### src/rtl/tdm_slot_sequencer_pkg.sv
// Shared definitions for the TDM slot sequencer: FSM encoding, widths and
// the timer load-value helper.
package tdm_slot_sequencer_pkg;

  localparam int CH_NUM = 4;
  localparam int SEL_W  = 2;
  localparam int CNT_W  = 8;
  localparam int TMR_W  = 8;

  typedef enum logic [1:0] {
    ST_IDLE = 2'd0,
    ST_SLOT = 2'd1,
    ST_GAP  = 2'd2
  } state_t;

  // A phase lasting N cycles is loaded as N-1 and ends when the count hits 0.
  function automatic logic [TMR_W-1:0] load_val(input int cycles);
    return (cycles > 0) ? TMR_W'(cycles - 1) : '0;
  endfunction

endpackage

### src/rtl/tdm_slot_sequencer_if.sv
// Frame handshake plus demux drive bundle between the upstream source
// (master) and the sequencer (slave).
interface tdm_slot_sequencer_if;
  import tdm_slot_sequencer_pkg::*;

  logic              iValid;
  logic [CH_NUM-1:0] iData;
  logic              oReady;
  logic              oC;
  logic              oS0;
  logic              oS1;
  logic              oStrobe;
  logic              oFrameDone;
  logic [CNT_W-1:0]  oFrameCnt;

  modport master (
    output iValid, iData,
    input  oReady, oC, oS0, oS1, oStrobe, oFrameDone, oFrameCnt
  );

  modport slave (
    input  iValid, iData,
    output oReady, oC, oS0, oS1, oStrobe, oFrameDone, oFrameCnt
  );

endinterface

### src/rtl/tdm_slot_sequencer_slot_timer.sv
// Shared 8-bit down-counter timing both the channel slots and the
// post-frame gap. o_tc is high while the count sits at zero.
module tdm_slot_sequencer_slot_timer
  import tdm_slot_sequencer_pkg::*;
(
  input  logic             iClk,
  input  logic             iRst_n,
  input  logic             i_load,
  input  logic [TMR_W-1:0] i_load_val,
  output logic             o_tc
);

  logic [TMR_W-1:0] r_count;
  logic             w_tc;

  assign w_tc = (r_count == '0);
  assign o_tc = w_tc;

  // Load on phase entry, otherwise count down and park at zero.
  always_ff @(posedge iClk) begin
    if (!iRst_n) begin
      r_count <= '0;
    end else if (i_load) begin
      r_count <= i_load_val;
    end else if (!w_tc) begin
      r_count <= r_count - TMR_W'(1);
    end
  end

endmodule

### src/rtl/tdm_slot_sequencer.sv
// TDM slot sequencer: accepts a 4-bit frame and walks the 1-to-4 demux
// selects through channels 0..3, presenting one frame bit per slot.
// All outputs are registered from next-state values so the first slot is
// visible the cycle after the accept.
module tdm_slot_sequencer
  import tdm_slot_sequencer_pkg::*;
#(
  parameter int HOLD = 4,
  parameter int GAP  = 1
) (
  input logic                 iClk,
  input logic                 iRst_n,
  tdm_slot_sequencer_if.slave bus
);

  if (HOLD < 1 || HOLD > 255) begin : g_bad_hold
    $error("tdm_slot_sequencer: HOLD must be in 1..255");
  end
  if (GAP < 0 || GAP > 255) begin : g_bad_gap
    $error("tdm_slot_sequencer: GAP must be in 0..255");
  end

  localparam logic [TMR_W-1:0] HOLD_LD = load_val(HOLD);
  localparam logic [TMR_W-1:0] GAP_LD  = load_val(GAP);
  localparam logic [SEL_W-1:0] LAST_CH = SEL_W'(CH_NUM - 1);

  state_t            r_state, w_state_nxt;
  logic [SEL_W-1:0]  r_ch, w_ch_nxt;
  logic [CH_NUM-1:0] r_frame, w_frame_nxt;

  logic              r_ready, r_c, r_strobe, r_done;
  logic [SEL_W-1:0]  r_sel;
  logic [CNT_W-1:0]  r_cnt;

  logic              w_ready_nxt, w_c_nxt, w_strobe_nxt, w_done_nxt;
  logic [SEL_W-1:0]  w_sel_nxt;

  logic              w_accept, w_tc, w_tmr_load;
  logic [TMR_W-1:0]  w_tmr_val;

  assign w_accept = r_ready && bus.iValid;

  tdm_slot_sequencer_slot_timer u_timer (
    .iClk       (iClk),
    .iRst_n     (iRst_n),
    .i_load     (w_tmr_load),
    .i_load_val (w_tmr_val),
    .o_tc       (w_tc)
  );

  // Next-state, timer control and next values of the registered outputs.
  always_comb begin
    w_state_nxt = r_state;
    w_ch_nxt    = r_ch;
    w_frame_nxt = r_frame;
    w_tmr_load  = 1'b0;
    w_tmr_val   = HOLD_LD;
    w_done_nxt  = 1'b0;

    case (r_state)
      ST_IDLE: begin
        if (w_accept) begin
          w_frame_nxt = bus.iData;
          w_ch_nxt    = '0;
          w_state_nxt = ST_SLOT;
          w_tmr_load  = 1'b1;
        end
      end
      ST_SLOT: begin
        if (w_tc) begin
          if (r_ch == LAST_CH) begin
            w_done_nxt = 1'b1;
            if (GAP == 0) begin
              w_state_nxt = ST_IDLE;
            end else begin
              w_state_nxt = ST_GAP;
              w_tmr_load  = 1'b1;
              w_tmr_val   = GAP_LD;
            end
          end else begin
            w_ch_nxt   = r_ch + SEL_W'(1);
            w_tmr_load = 1'b1;
          end
        end
      end
      ST_GAP: begin
        if (w_tc) begin
          w_state_nxt = ST_IDLE;
        end
      end
      default: begin
        w_state_nxt = ST_IDLE;
      end
    endcase

    // Demux drive is forced quiet outside SLOT so no stray bit reaches a channel.
    w_ready_nxt  = (w_state_nxt == ST_IDLE);
    w_strobe_nxt = (w_state_nxt == ST_SLOT);
    w_sel_nxt    = w_strobe_nxt ? w_ch_nxt : '0;
    w_c_nxt      = w_strobe_nxt & w_frame_nxt[w_ch_nxt];
  end

  // Control state and registered outputs; reset aborts any frame in flight.
  always_ff @(posedge iClk) begin
    if (!iRst_n) begin
      r_state  <= ST_IDLE;
      r_ch     <= '0;
      r_ready  <= 1'b1;
      r_c      <= 1'b0;
      r_sel    <= '0;
      r_strobe <= 1'b0;
      r_done   <= 1'b0;
      r_cnt    <= '0;
    end else begin
      r_state  <= w_state_nxt;
      r_ch     <= w_ch_nxt;
      r_ready  <= w_ready_nxt;
      r_c      <= w_c_nxt;
      r_sel    <= w_sel_nxt;
      r_strobe <= w_strobe_nxt;
      r_done   <= w_done_nxt;
      if (w_done_nxt) begin
        r_cnt <= r_cnt + CNT_W'(1);
      end
    end
  end

  // Frame payload register; only read while a frame is being sequenced.
  always_ff @(posedge iClk) begin
    r_frame <= w_frame_nxt;
  end

  assign bus.oReady     = r_ready;
  assign bus.oC         = r_c;
  assign bus.oS0        = r_sel[0];
  assign bus.oS1        = r_sel[1];
  assign bus.oStrobe    = r_strobe;
  assign bus.oFrameDone = r_done;
  assign bus.oFrameCnt  = r_cnt;

endmodule
### src/flat_wrapper.sv
// flat-port wrapper written by rule: the top's interface ports become plain ports
module tdm_slot_sequencer_flat import tdm_slot_sequencer_pkg::*;
#(
  parameter int HOLD = 4,
  parameter int GAP  = 1
)
  (iClk, iRst_n, bus_iValid, bus_iData, bus_oReady, bus_oC, bus_oS0, bus_oS1, bus_oStrobe, bus_oFrameDone, bus_oFrameCnt);
  tdm_slot_sequencer_if bus_i ();
  input logic iClk;
  input logic iRst_n;
  input wire logic [$bits(bus_i.iValid)-1:0] bus_iValid;
  input wire logic [$bits(bus_i.iData)-1:0] bus_iData;
  output wire logic [$bits(bus_i.oReady)-1:0] bus_oReady;
  output wire logic [$bits(bus_i.oC)-1:0] bus_oC;
  output wire logic [$bits(bus_i.oS0)-1:0] bus_oS0;
  output wire logic [$bits(bus_i.oS1)-1:0] bus_oS1;
  output wire logic [$bits(bus_i.oStrobe)-1:0] bus_oStrobe;
  output wire logic [$bits(bus_i.oFrameDone)-1:0] bus_oFrameDone;
  output wire logic [$bits(bus_i.oFrameCnt)-1:0] bus_oFrameCnt;
  assign bus_i.iValid = bus_iValid;
  assign bus_i.iData = bus_iData;
  assign bus_oReady = bus_i.oReady;
  assign bus_oC = bus_i.oC;
  assign bus_oS0 = bus_i.oS0;
  assign bus_oS1 = bus_i.oS1;
  assign bus_oStrobe = bus_i.oStrobe;
  assign bus_oFrameDone = bus_i.oFrameDone;
  assign bus_oFrameCnt = bus_i.oFrameCnt;
  tdm_slot_sequencer #(.HOLD(HOLD), .GAP(GAP)) u_core (.iClk(iClk), .iRst_n(iRst_n), .bus(bus_i));
endmodule
### config.mk
export PLATFORM = sky130hd
export DESIGN_NAME = tdm_slot_sequencer_flat
export DESIGN_NICKNAME = d
export VERILOG_FILES = /design/src/rtl/tdm_slot_sequencer_pkg.sv /design/src/rtl/tdm_slot_sequencer_if.sv /design/src/rtl/tdm_slot_sequencer_slot_timer.sv /design/src/rtl/tdm_slot_sequencer.sv /design/src/flat_wrapper.sv
export SDC_FILE = /design/constraint.sdc
export NUM_CORES = 1
export LEC_CHECK = 0
export ABC_CLOCK_PERIOD_IN_PS = 6040
export CAP_MARGIN = 20
export CORE_UTILIZATION = 57
export CTS_CLUSTER_DIAMETER = 30
export CTS_CLUSTER_SIZE = 25
export DETAILED_ROUTE_END_ITERATION = 12
export PLACE_DENSITY = 0.83
export RECOVER_POWER = 50
export SETUP_SLACK_MARGIN = 0.4
export SKIP_CTS_REPAIR_TIMING = 1
export SYNTH_ARGS = -nofsm -noshare
export SYNTH_HDL_FRONTEND = slang
export SYNTH_HIERARCHICAL = 1
export SYNTH_SLANG_ARGS = --single-unit
### constraint.sdc
create_clock -name iClk -period 6.04 [get_ports iClk]
set_input_delay 0.906 -clock iClk [delete_from_list [all_inputs] [get_ports iClk]]
set_output_delay 0.906 -clock iClk [all_outputs]
set_load 0.01 [all_outputs]
* Yosys cells after proc, flatten, opt, wreduce, memory -nomap -nowiden
Cells that the tools add are included.
** Storage, ports and cells
- Flip-flop bits (word level) :: 30
- Output and inout bits :: 14
- Word-level logic and storage cells :: 49
** Cells by class
- Add/sub/neg operators :: 3
- Order comparisons :: 1
- Equal/unequal tests :: 5
- Mux-type cells :: 24
- Bitwise operators :: 1
- Reductions and logical operators :: 5
** Operator list (count)
- $mux W8 :: 4
- $mux W2 :: 8
- $add A8 B1 Y8 const B :: 1
- $logic_not A8 Y1 :: 1
- $mux W4 :: 2
- $sub A8 B1 Y8 const B :: 1
- $mux W1 :: 6
- $pmux W2 S3 :: 1
- $eq A2 B1 Y1 const B :: 2
- $eq A2 B2 Y1 const B :: 2
- $logic_not A2 Y1 :: 2
- $pmux W2 S2 :: 1
- $lt A2 B3 Y1 const B :: 1
- $add A2 B1 Y2 const B :: 1
- $bmux W1 S2 :: 1
- $ne A2 B2 Y1 const B :: 1
- $pmux W1 S2 :: 1
- $reduce_and A2 Y1 :: 1
- $and A1 B1 Y1 :: 1
- $logic_and A1 B1 Y1 :: 1

* Depth between registers and ports, before layout
- Depth after elaboration :: 7
- Gate-level depth with buffers :: 11
- Depth with buffers taken out :: 10

* Modules after synthesis
Netlist, hierarchy kept.
** Modules (own cells, without submodules)
- tdm_slot_sequencer :: times used 1, cells each 99, area each 975.9 um^2, seq. area each 440.4 um^2
- tdm_slot_sequencer_slot_timer :: times used 1, cells each 56, area each 475.5 um^2, seq. area each 160.2 um^2

* Worst setup path after synthesis
No wires, ideal clock.
- Path type :: register to register
- From :: reg u_core.u_timer.r_count[0]
- To :: reg u_core.u_timer.r_count[1]
- Setup time :: 0.135 ns
- Data arrival time :: 2.429 ns
- Data required time :: 5.905 ns
- Path slack :: 3.476 ns
- Cell stages (with the launch flop) :: 12
- Buffers on the path :: 1
- Period minus slack after synthesis :: 2.564 ns
- Path through :: dfxtp_1 -> inv_1 -> ha_1 -> or4b_4 -> or2_1 -> inv_1 -> and3b_4 -> or2_2 -> clkbuf_1 -> inv_1 -> nand2_1 -> o311ai_2
** Between the ends
- Word-level cells in the longest chain between the ends :: 4
- Elaborated cells between the ends (all ways) :: 9
** Ends and longest elaborated chain
- start, declared :: RTL line tdm_slot_sequencer_slot_timer.sv:13 : logic [TMR_W-1:0] r_count;
- start signal, assigned :: RTL line tdm_slot_sequencer_slot_timer.sv:24 : r_count <= i_load_val;
- start signal, assigned :: RTL line tdm_slot_sequencer_slot_timer.sv:26 : r_count <= r_count - TMR_W'(1);
- $logic_not A8 Y1 (*) :: RTL line tdm_slot_sequencer_slot_timer.sv:16 : assign w_tc = (r_count == '0);
- net u_core.w_tc :: RTL line tdm_slot_sequencer.sv:38 : logic w_accept, w_tc, w_tmr_load;
- $mux W1 (*) :: RTL line tdm_slot_sequencer.sv:70 : if (w_tc) begin
- $pmux W1 S2 (*) :: RTL line tdm_slot_sequencer.sv:60 : case (r_state)
- net u_core.w_tmr_load :: RTL line tdm_slot_sequencer.sv:38
- $ne A2 B2 Y1 (no source line) or $mux W8 (tied branches)
The timed path passes the listed nets; every way through them passes the cells marked *. The select of a mux whose other input is x is not followed.
A chain may end at the register's enable or synchronous reset.

* Worst setup path after layout
- From :: reg u_core.u_timer.r_count[1]
- To :: reg u_core.u_timer.r_count[1]
** Between the ends
- Word-level cells in the longest chain between the ends :: 4
- Elaborated cells between the ends (all ways) :: 9
** Ends and longest elaborated chain (RTL line)
- $logic_not A8 Y1 (*) :: tdm_slot_sequencer_slot_timer.sv:16
- net u_core.w_tc :: tdm_slot_sequencer.sv:38
- $mux W1 or $mux W8 (tied branches) :: tdm_slot_sequencer.sv:70
- $pmux W1 S2 or $mux W8 (tied branches) :: tdm_slot_sequencer.sv:60
- $ne A2 B2 Y1 (no source line) or $mux W8 (tied branches)
Marked as above.

==> results.md <==
• **reg2reg start** u_core/u_timer/r_count[1]
• **setup repair after global routing missed its margin** false
• **Initial Utilization** 63.2%
• **slew margin rel.** 46.2%
• **Hold/Removal Path Class** reg2reg
• **Data arrival, critical path** 3.10 ns
• **buffer depth of the longest clock path** 2
• **Detail Route Antenna Nets** 0
• **initial antenna violation count** 0
• **max capacitance violation total** 0
• **clock buffer count from CTS** 5
• **total number of yosys warnings** 6
• **type of origin of the critical path** flip-flop
• **Critical Path Fanout Max** 8
• **CTS H-Tree Depth** 2
• **async set or reset register ratio after synthesis** 0%
• **number of distinct standard cells referenced by the synthesized netlist** 54
• **number of port buffers** 20
• **static leakage** 0.743 nW
• **later-pin clock latency in the skew report** 0.32 ns
• **ratio of final minimum period to clock period** 48.0%
• **Worst Hold Path Cells** 2
• **P per Cell Area** 333 nW/um2
• **core area** 2300 um2
• **via/cell ratio** 5.71
• **fill cell total of the finished layout** 182
• **most frequently used flop master after synthesis** dfxtp_1
• **peak per-stage delay on the critical path** 0.53 ns
• **highest clock frequency the design can meet** 345 MHz
• **y dimension of the die** 52.5 um
• **die outline area** 2750 um2
• **routed len/inst** 13.9 um
• **most frequent standard cell in the layout excluding fill and tap cells** dfxtp_1
• **number of enable flip-flop cells after synthesis** 0
• **final count of negative-setup-slack endpoints** 0
• **number of max-slew violations in the final report** 0
• **worst slew pin tran** 0.805 ns
• **global-route wire length before repair** 4890 um
• **largest net degree at the start of global routing** 30
• **Final GP Congestion** 0.818
• **startpoint of the tightest hold check path** u_core/r_frame[1]
• **worst setup path category** reg2reg
• **proportion of layout cells with a drive suffix above 1** 10.9%
• **number of cells on the worst reg-to-reg path** 10
• **kind of end point of the critical path** flip-flop
• **setup slack, reg-to-reg** 3.14 ns
• **overflow left after global routing** 0
• **result of the run** finished, final reports clean
• **Final nets** 191
• **DRT iter0 DRCs** 19
• **critical path cell sequence** inv_1 -> ha_1 -> or4b_1 -> or2_0 -> inv_1 -> nand3_1 -> nor2_1 -> inv_1 -> nand3_1 -> o311ai_2
• **Critical-path top delay cell** or4b_1
• **drt drc** 0
• **antenna diode count** 0
• **clock sinks** 30
• **final hold violation count** 0
• **end of the worst register-to-register path** u_core/u_timer/r_count[1]
• **DR vias** 1205
• **clock tree from TritonCTS** done
• **root buffer cell** clkbuf_4
• **maximum vdd drop** 258 uV
• **top library cells by usage in the layout, fill and taps aside** dfxtp_1, nand2_1, dlygate4sd3_1
• **post-synthesis cell area** 1450 um2
• **FF/Latch Area** 601 um2
• **number of synthesized register bits** 30
• **Gate Count Post-Synth** 155
• **Pre-Repair DR Iteration Count** 4
• **Std-Cell Rows** 17
• **Fin Setup TNS** 0 ns
• **vias in the first global route** 1134
• **worst setup slack before clock tree synthesis** 3.20 ns
• **post-route minimum period** 2.90 ns
• **I/O Pins** 21
• **endpoint required time on the critical path** 6.24 ns
• **area of combinational cells with multiple inputs** 803 um2
• **sequential-to-total area share from yosys stat** 41.4%
• **CP dominant cell by count** inv_1
• **final cell utilization of the core** 75.3%
• **Clock transition at path regs** 0.10 ns
• **Hold Crit Endpoint** u_core/r_frame[1]
• **HPWL Detailed** 2140 um
• **final clock skew** 0.0103 ns
• **post-synthesis to final-layout area growth** 19.1%
• **WL final** 2940 um
• **synthesized area divided by synthesized cell count** 9.36 um2
• **total track usage** 24.8%
• **die width** 52.5 um
• **Setup WS post-layout** 3.14 ns
==> worst max path at each step <==
stage,end,depth (start not counted),from,slack (ns)
final,u_core/u_timer/r_count[1],10,u_core/u_timer/r_count[1],3.14
after global placement,u_core/u_timer/r_count[5],6,bus_iValid,3.26
after detailed placement,u_core/u_timer/r_count[5],6,bus_iValid,3.20
after floorplan,u_core/u_timer/r_count[1],11,u_core/u_timer/r_count[0],3.48
after global routing,u_core/u_timer/r_count[1],10,u_core/u_timer/r_count[1],2.90
after CTS,u_core/u_timer/r_count[5],10,u_core/u_timer/r_count[1],3.33
==> sequential cells by signal (all words and copies together), names as in the netlist <==
register and count:
u_core/r_sel 2, u_core/bus.oC 1, u_core/bus.oFrameDone 1, u_core/r_state 2, u_core/bus.oReady 1, u_core/u_timer/r_count 8, u_core/r_ch 2, u_core/bus.oFrameCnt 8
u_core/r_frame 4, u_core/bus.oStrobe 1
==> layout make-up <==
class,instances,share of cell area [%]
Sequential cell,30,34.7
Multi-Input combinational cell,117,46.5
Inverter,8,1.74
Tap cell,28,2.03
Timing Repair Buffer,20,11.6
Clock buffer,7,3.18
Clock inverter,1,0.289
==> layer usage <==
| metal | routed length [um] | vias up | GRT usage [%] |
|---|---|---|---|
| li1 | - | 601 | - |
| met1 | 1360 | 570 | 28.1 |
| met2 | 1430 | 29 | 42.2 |
| met3 | 102 | 5 | 6.09 |
| met4 | 41 | 0 | 13.6 |
| met5 | 0 | - | 0 |
==> stage by stage <==
stage | area [um2] | hold WS [ns] | instances | total power, W
4_1_cts | 1740 | 0.457 | 211 | 0.000582
6_report | 1730 | 0.456 | 211 | 0.000575
3_5_place_dp | 1680 | 0.443 | 203 | 0.000459
5_1_grt | 1730 | 0.473 | 211 | 0.000610
3_3_place_gp | 1680 | 0.436 | 203 | 0.000447
2_1_floorplan | 1470 | 0.417 | 160 | 0.000416
==> cells in the mapped netlist (all sizes together), types with 4 or more instances <==
library cell / number / share of area, %
nor4: 4 / 2.6
nor2b: 5 / 2.2
nand2b: 5 / 2.3
inv: 8 / 2.1
nand3: 9 / 3.4
dfxtp: 30 / 41
nand2: 17 / 4.4
and3: 6 / 2.8
xor2: 6 / 3.6
and2: 6 / 2.6
or3: 4 / 1.7
o21ai: 5 / 1.7
==> worst max-delay path: cells and delay by family, from the launching register on <==
family	cells	cell delay [ns]
simple gates	5	1.68
buf+inv	3	0.43
flops	1	0.32
fa+ha+maj	1	0.22
compound gates	1	0.13
==> power by group <==
part           total [W]  switching, W  leakage [nW]  internal (W)
clock network   0.000123     0.0000663        0.0353     0.0000564
logic           0.000197      0.000112         0.462     0.0000844
registers       0.000256     0.0000240         0.246      0.000232
==> logic make-up after synthesis <==
family | after synthesis | share of synthesized area (%)
compound gates | 25 | 13.5
mux | 4 | 3.45
other cells | 1 | 0.258
fa+ha+maj | 2 | 1.72
flops | 30 | 41.4
buf+inv | 13 | 3.53
xor+xnor | 8 | 4.83
simple gates | 72 | 31.3
No activity file was read; power rests on OpenSTA's default activity.
